## src/rtl/fetch_unit.sv

```systemverilog
`default_nettype none
// ============================================================================
//  Module      : fetch_unit
//  Description : Instruction-fetch stage. Holds the fetch PC, issues one
//                instruction-memory request at a time, and hands {pc, inst}
//                to decode. Redirects squash in-flight work and restart fetch.
//  Revision    : 1.0 - initial release
// ============================================================================
module fetch_unit #(
    parameter logic [31:0] RESET_PC    = 32'h8000_0000,
    parameter int unsigned INST_LENGTH = 4
) (
    input  logic        clk,
    input  logic        rst,
    input  logic        redirect_valid,
    input  logic [31:0] redirect_pc,
    output logic        imem_req_valid,
    input  logic        imem_req_ready,
    output logic [31:0] imem_req_addr,
    input  logic        imem_rsp_valid,
    input  logic [31:0] imem_rsp_data,
    output logic        if_valid,
    input  logic        if_ready,
    output logic [31:0] if_pc,
    output logic [31:0] if_inst
);

    localparam logic [1:0] c_REQ  = 2'd0;  // presenting a request
    localparam logic [1:0] c_WAIT = 2'd1;  // request accepted, awaiting response
    localparam logic [1:0] c_DROP = 2'd2;  // awaiting response of a squashed request
    localparam logic [1:0] c_HOLD = 2'd3;  // instruction held for decode

    localparam logic [31:0] c_INST_INC = 32'(INST_LENGTH);

    logic [1:0]  r_state;
    logic [1:0]  w_state_nxt;
    logic [31:0] r_fetch_pc;
    logic [31:0] r_if_pc;
    logic [31:0] r_if_inst;
    logic        w_req_fire;
    logic        w_capture;
    logic [31:0] w_redirect_target;

    // Redirect targets are word aligned; the low two bits are simply cleared.
    assign w_redirect_target = redirect_pc & ~32'h0000_0003;

    assign imem_req_valid = (r_state == c_REQ) & ~rst;
    assign imem_req_addr  = r_fetch_pc;
    assign if_valid       = (r_state == c_HOLD);
    assign if_pc          = r_if_pc;
    assign if_inst        = r_if_inst;

    assign w_req_fire = imem_req_valid & imem_req_ready;
    // A response is only kept when it belongs to a live (unsquashed) request.
    assign w_capture  = (r_state == c_WAIT) & imem_rsp_valid & ~redirect_valid;

    // Next-state decode; redirect takes priority over every other event.
    always_comb begin
        w_state_nxt = r_state;
        case (r_state)
            c_REQ: begin
                if (redirect_valid)
                    w_state_nxt = w_req_fire ? c_DROP : c_REQ;
                else if (w_req_fire)
                    w_state_nxt = c_WAIT;
            end
            c_WAIT: begin
                if (redirect_valid)
                    w_state_nxt = imem_rsp_valid ? c_REQ : c_DROP;
                else if (imem_rsp_valid)
                    w_state_nxt = c_HOLD;
            end
            c_DROP: begin
                if (imem_rsp_valid)
                    w_state_nxt = c_REQ;
            end
            c_HOLD: begin
                if (redirect_valid || if_ready)
                    w_state_nxt = c_REQ;
            end
            default: w_state_nxt = c_REQ;
        endcase
    end

    // State register and fetch PC update.
    always_ff @(posedge clk) begin
        if (rst) begin
            r_state    <= c_REQ;
            r_fetch_pc <= RESET_PC;
        end else begin
            r_state <= w_state_nxt;
            if (redirect_valid)
                r_fetch_pc <= w_redirect_target;
            else if (w_capture)
                r_fetch_pc <= r_fetch_pc + c_INST_INC;
        end
    end

    // Capture of the fetched instruction and its PC for decode.
    always_ff @(posedge clk) begin
        if (rst) begin
            r_if_pc   <= 32'h0;
            r_if_inst <= 32'h0;
        end else if (w_capture) begin
            r_if_pc   <= r_fetch_pc;
            r_if_inst <= imem_rsp_data;
        end
    end

endmodule
`default_nettype wire
```

## config.mk

```make
export PLATFORM = sky130hd
export DESIGN_NAME = fetch_unit
export DESIGN_NICKNAME = d
export VERILOG_FILES = /design/src/rtl/fetch_unit.sv
export SDC_FILE = /design/constraint.sdc
export NUM_CORES = 1
export LEC_CHECK = 0
export CAP_MARGIN = 25
export CORE_MARGIN = 3
export CORE_UTILIZATION = 48
export CTS_BUF_LIST = sky130_fd_sc_hd__clkbuf_8
export DETAILED_ROUTE_END_ITERATION = 7
export GPL_TIMING_DRIVEN = 1
export PLACE_DENSITY = 0.88
export SYNTH_ARGS = -nofsm -noshare
export SYNTH_HDL_FRONTEND = slang
export SYNTH_SLANG_ARGS = --single-unit
```

## constraint.sdc

```tcl
create_clock -name clk -period 2.93 [get_ports clk]
set_input_delay 0.7325 -clock clk [delete_from_list [all_inputs] [get_ports clk]]
set_output_delay 0.7325 -clock clk [all_outputs]
set_load 0.01 [all_outputs]
```

After elaboration in Yosys (flattened, before gate mapping)
Index checks and enable logic that the tools add are counted.

Word-level logic and storage cells: 35. Register bits: 98. Input bits: 70.

Add/sub/neg operators: 1. Reductions and logical operators: 5. Equality and inequality tests: 7. Multiplexer cells: 11. Bitwise logic cells: 6.

Operator list (number): $mux 32 (2); $add 32x3->32 const B (1); $mux 2 (8); $pmux 2 s4 (1); $ne 3x3->1 const B (2); $and 1x1->1 (4); $eq 2x2->1 const B (2); $reduce_and 4->1 (1); $eq 2x1->1 const B (1); $logic_not 2->1 (1); $ne 2x1->1 const B (1); $ne 2x2->1 const B (1); $not 1->1 (2); $reduce_bool 2->1 (1); $reduce_or 2->1 (1); $logic_or 1x1->1 (1).

Logic depth before layout (Yosys ltp)
Gate-level depths: netlist (run 1).

Word-level depth: 6. Depth in mapped cells: 7. Gate-level depth less buffers: 5.

Worst setup path before layout (run 1)
Ideal clock, no wire load.

Kind: input to output. Start: input port rst. End: output port imem_req_valid. Slack: 0.679 ns. Buffers on the path: 3. Data arrival time: 1.518 ns. Stages: 4. Data required time: 2.197 ns. Path through: clkbuf_8 > clkbuf_1 > clkbuf_1 > nor3_1.

Longest elaborated chain between the ends: 2.

RTL lines: start: declaration (line 14) `input logic rst,`; $not 1->1 (line 47) `assign imem_req_valid = (r_state == c_REQ) & ~rst;`; $and 1x1->1 (line 47); end: declaration (line 17) `output logic imem_req_valid,`.

Every way passes these cells.

Worst setup path after layout (run 1)
Start: input port imem_rsp_valid. End: register r_fetch_pc[21] (netlist: imem_req_addr[21]).

Longest elaborated chain between the ends: 3.

RTL lines: start: declaration (line 20) `input logic imem_rsp_valid,`; $and 1x1->1 (2 in a row) (line 55) `assign w_capture = (r_state == c_WAIT) & imem_rsp_valid & ~redirect_valid;`; $reduce_bool 2->1 (no source line); end signal: assignment (line 93) `r_fetch_pc <= w_redirect_target;`; end signal: assignment (line 95) `r_fetch_pc <= r_fetch_pc + c_INST_INC;`; end: declaration (line 37) `logic [31:0] r_fetch_pc;`.

Every way passes these cells. A chain may end at the register's enable or synchronous reset.

==> results.tsv, run 1 <==
metric	value	unit
Max VDD drop	0.2661	mV
DRC viols	0	
antenna violations before repair	0	
endpoints failing setup	0	
num rows	32	
design area	0.005946	mm2
clk root buf	clkbuf_8	
post-cts hold buffer count	0	
DR iter-0 viols	221	
status	finished clean	
total number of vias	4252	
layout cell share with drive strength beyond 1	5.909	%
Netlist cell types	47	
Synth Register Bits	94	
crit start category	input pin	
pwr/cell area	473.5	mW/mm2
Detail Route Antenna Nets	0	
final worst slack	364.1	ps
GRT overflow	0	
CP endpoint kind	register	
CTS sink cnt	94	
setup bufs post-CTS	0	
die height	98.07	um
worst hold slack	456.4	ps
crit path max fanout	5	
kind of critical path	input pin to register	
compound-cell area share of the yosys netlist	17.93	%
TritonCTS clock tree	done	
largest family of logic cells by synthesized area	simple AND/OR/NAND/NOR gates	
TritonCTS buffer count	9	
Resized cells post-CTS	0	
setup tns final	0	ps
Final Hold Fails	0	
area grow syn2layout	46.13	%
post-synthesis adder-cell area fraction	0.3075	%
Worst EP required	3180	ps
PortBufs	161	
starting density of the core	51.07	%
first-pass GRT wire length	20380	um
I/O Pins	168	
core area	0.007968	mm2
Worst Tran Pin Value	592.6	ps
Synth Area in Simple Gates	27.00	%
Final Max Slew Viols	0	
Rel. slew slack	60.49	%
vias per cell	5.580	
Synth Area in XOR/XNOR	1.937	%
Ant. Diodes	0	
Final Net Count	727	
Tcrit/Tclk final	87.57	%
routed len/inst	16.25	um
Die X	98.07	um
Yosys Warn Count	0	
final WL	12380	um
P_leak	1.985	nW
Avg Cell Area, Syn	7.978	um2
fraction of registers with async set/reset	0	%
Seq/Total Area, Yosys	46.25	%
cell area after synthesis	0.004069	mm2
DP Area	0.005687	mm2
dpl hpwl	8886	um
GRT Overall Usage	25.48	%
Worst Hold Class	register to register	
CTS clk-pin slew, worst paths	90	ps
clk buf depth	2	
worst skew pair latency	350	ps
H-tree depth	3	
gpl congestion	0.8046	
worst path arrival time	2810	ps
Pre-Repair DR Iteration Count	5	
clk_skew	8.191	ps
Tot Pwr	0.002816	W
Post-synth EDFFs	0	
pre-CTS setup slack	106.8	ps
mux cell area share after synthesis	0	%
RSZ-0062 raised after global routing	no	
die area	0.009618	mm2
vias in the first global route	4096	
max_cap viols	0	
Most used DFF post-synth	dfxtp_1	
fmax	0.3897	GHz
largest net degree at the start of global routing	58	
Cells after Synth	510	
Final min period	2566	ps
[critical path: stages]
cell	delay, ps
clkdlybuf4s50_1	560
nand3b_1	170
or4b_1	620
or4_1	430
a311oi_1	300
[path summary, 6_finish.rpt]
path	startpoint	endpoint	slack, ps	cells after the start
hold reg to reg	if_inst[0]	if_inst[0]	460	2
setup reg to reg	imem_req_addr[17]	imem_req_addr[26]	540	4
hold / removal	if_inst[0]	if_inst[0]	460	2
setup / recovery	imem_rsp_valid	imem_req_addr[21]	360	5
[layer usage]
layer / vias to the layer above / track usage (%) / part of all wire (%)
li1: 2071 / - / -
met1: 2005 / 31.48 / 41
met2: 153 / 44.08 / 50
met3: 23 / 5.357 / 6.7
met4: 0 / 8.626 / 2.1
met5: - / 0 / 0
[synth_stat cells, drive strengths merged (7+ instances only)]
| cell type | n | area, um2 |
|---|---|---|
| xor2 | 7 | 61.31 |
| nand2 | 141 | 529.3 |
| a21oi | 68 | 340.3 |
| o21ai | 9 | 45.04 |
| o31ai | 12 | 90.09 |
| clkbuf | 33 | 173.9 |
| buf | 9 | 58.81 |
| nor2 | 30 | 112.6 |
| dfxtp | 94 | 1882 |
| or4 | 17 | 128.9 |
| a311oi | 18 | 157.7 |
| nand3 | 11 | 55.05 |
| a211oi | 8 | 60.06 |
| nand4 | 9 | 62.56 |
[cells in the final DEF (no fill, tap or decap), drive strengths merged, types with 6 or more instances in the layout]
cell	count
a211oi	8
clkbuf	9
inv	7
a311oi	18
o21ai	9
nand2	141
clkdlybuf4s50	160
nor2	30
nand4	9
buf	15
dfxtp	94
o31ai	12
nand3	11
a21oi	68
or3	6
xor2	7
or4	17
[cells by family (layout without fill, tap and decap cells)]
kind of cell               Yosys count  after routing
adders and majority gates            1              1
other                                1              4
buffers and inverters               48            195
AOI/OAI and AO/OA                  120            120
xor gates and xnor gates             9              9
DFF                                 94             94
and+or+nand+nor                    237            237
[state kept, by name, indices dropped and copies added (netlist names)]
signal	flops
imem_req_addr	30
if_pc	30
r_state	2
if_inst	32
[per-stage QoR]
step           util [%]  instances
6_report          74.62        762
5_1_grt           74.62        762
4_1_cts           74.62        762
3_5_place_dp      71.37        747
3_3_place_gp      71.37        747
2_1_floorplan         -        513
[cell type report]
cell class                 instances  area, um2
tap                              102      127.6
multi-input combinational        371       1944
fill                             578       2022
clock buffer                       9      123.9
sequential                        94       1882
inverter                           5      18.77
timing repair buffer             175       1714
clock inverter                     6      135.1
[power breakdown]
part	switching, W	internal (W)
clock	0.000454	0.000652
sequential	0.0000588	0.00132
combinational	0.000141	0.000193
Power figures use the tool's default switching activity.
==> run 2, diff against run 1 <==
- SKIP_LAST_GASP: default -> 1
==> results of run 2 <==
Final layout, timing and power as in run 1 (identical DEF).
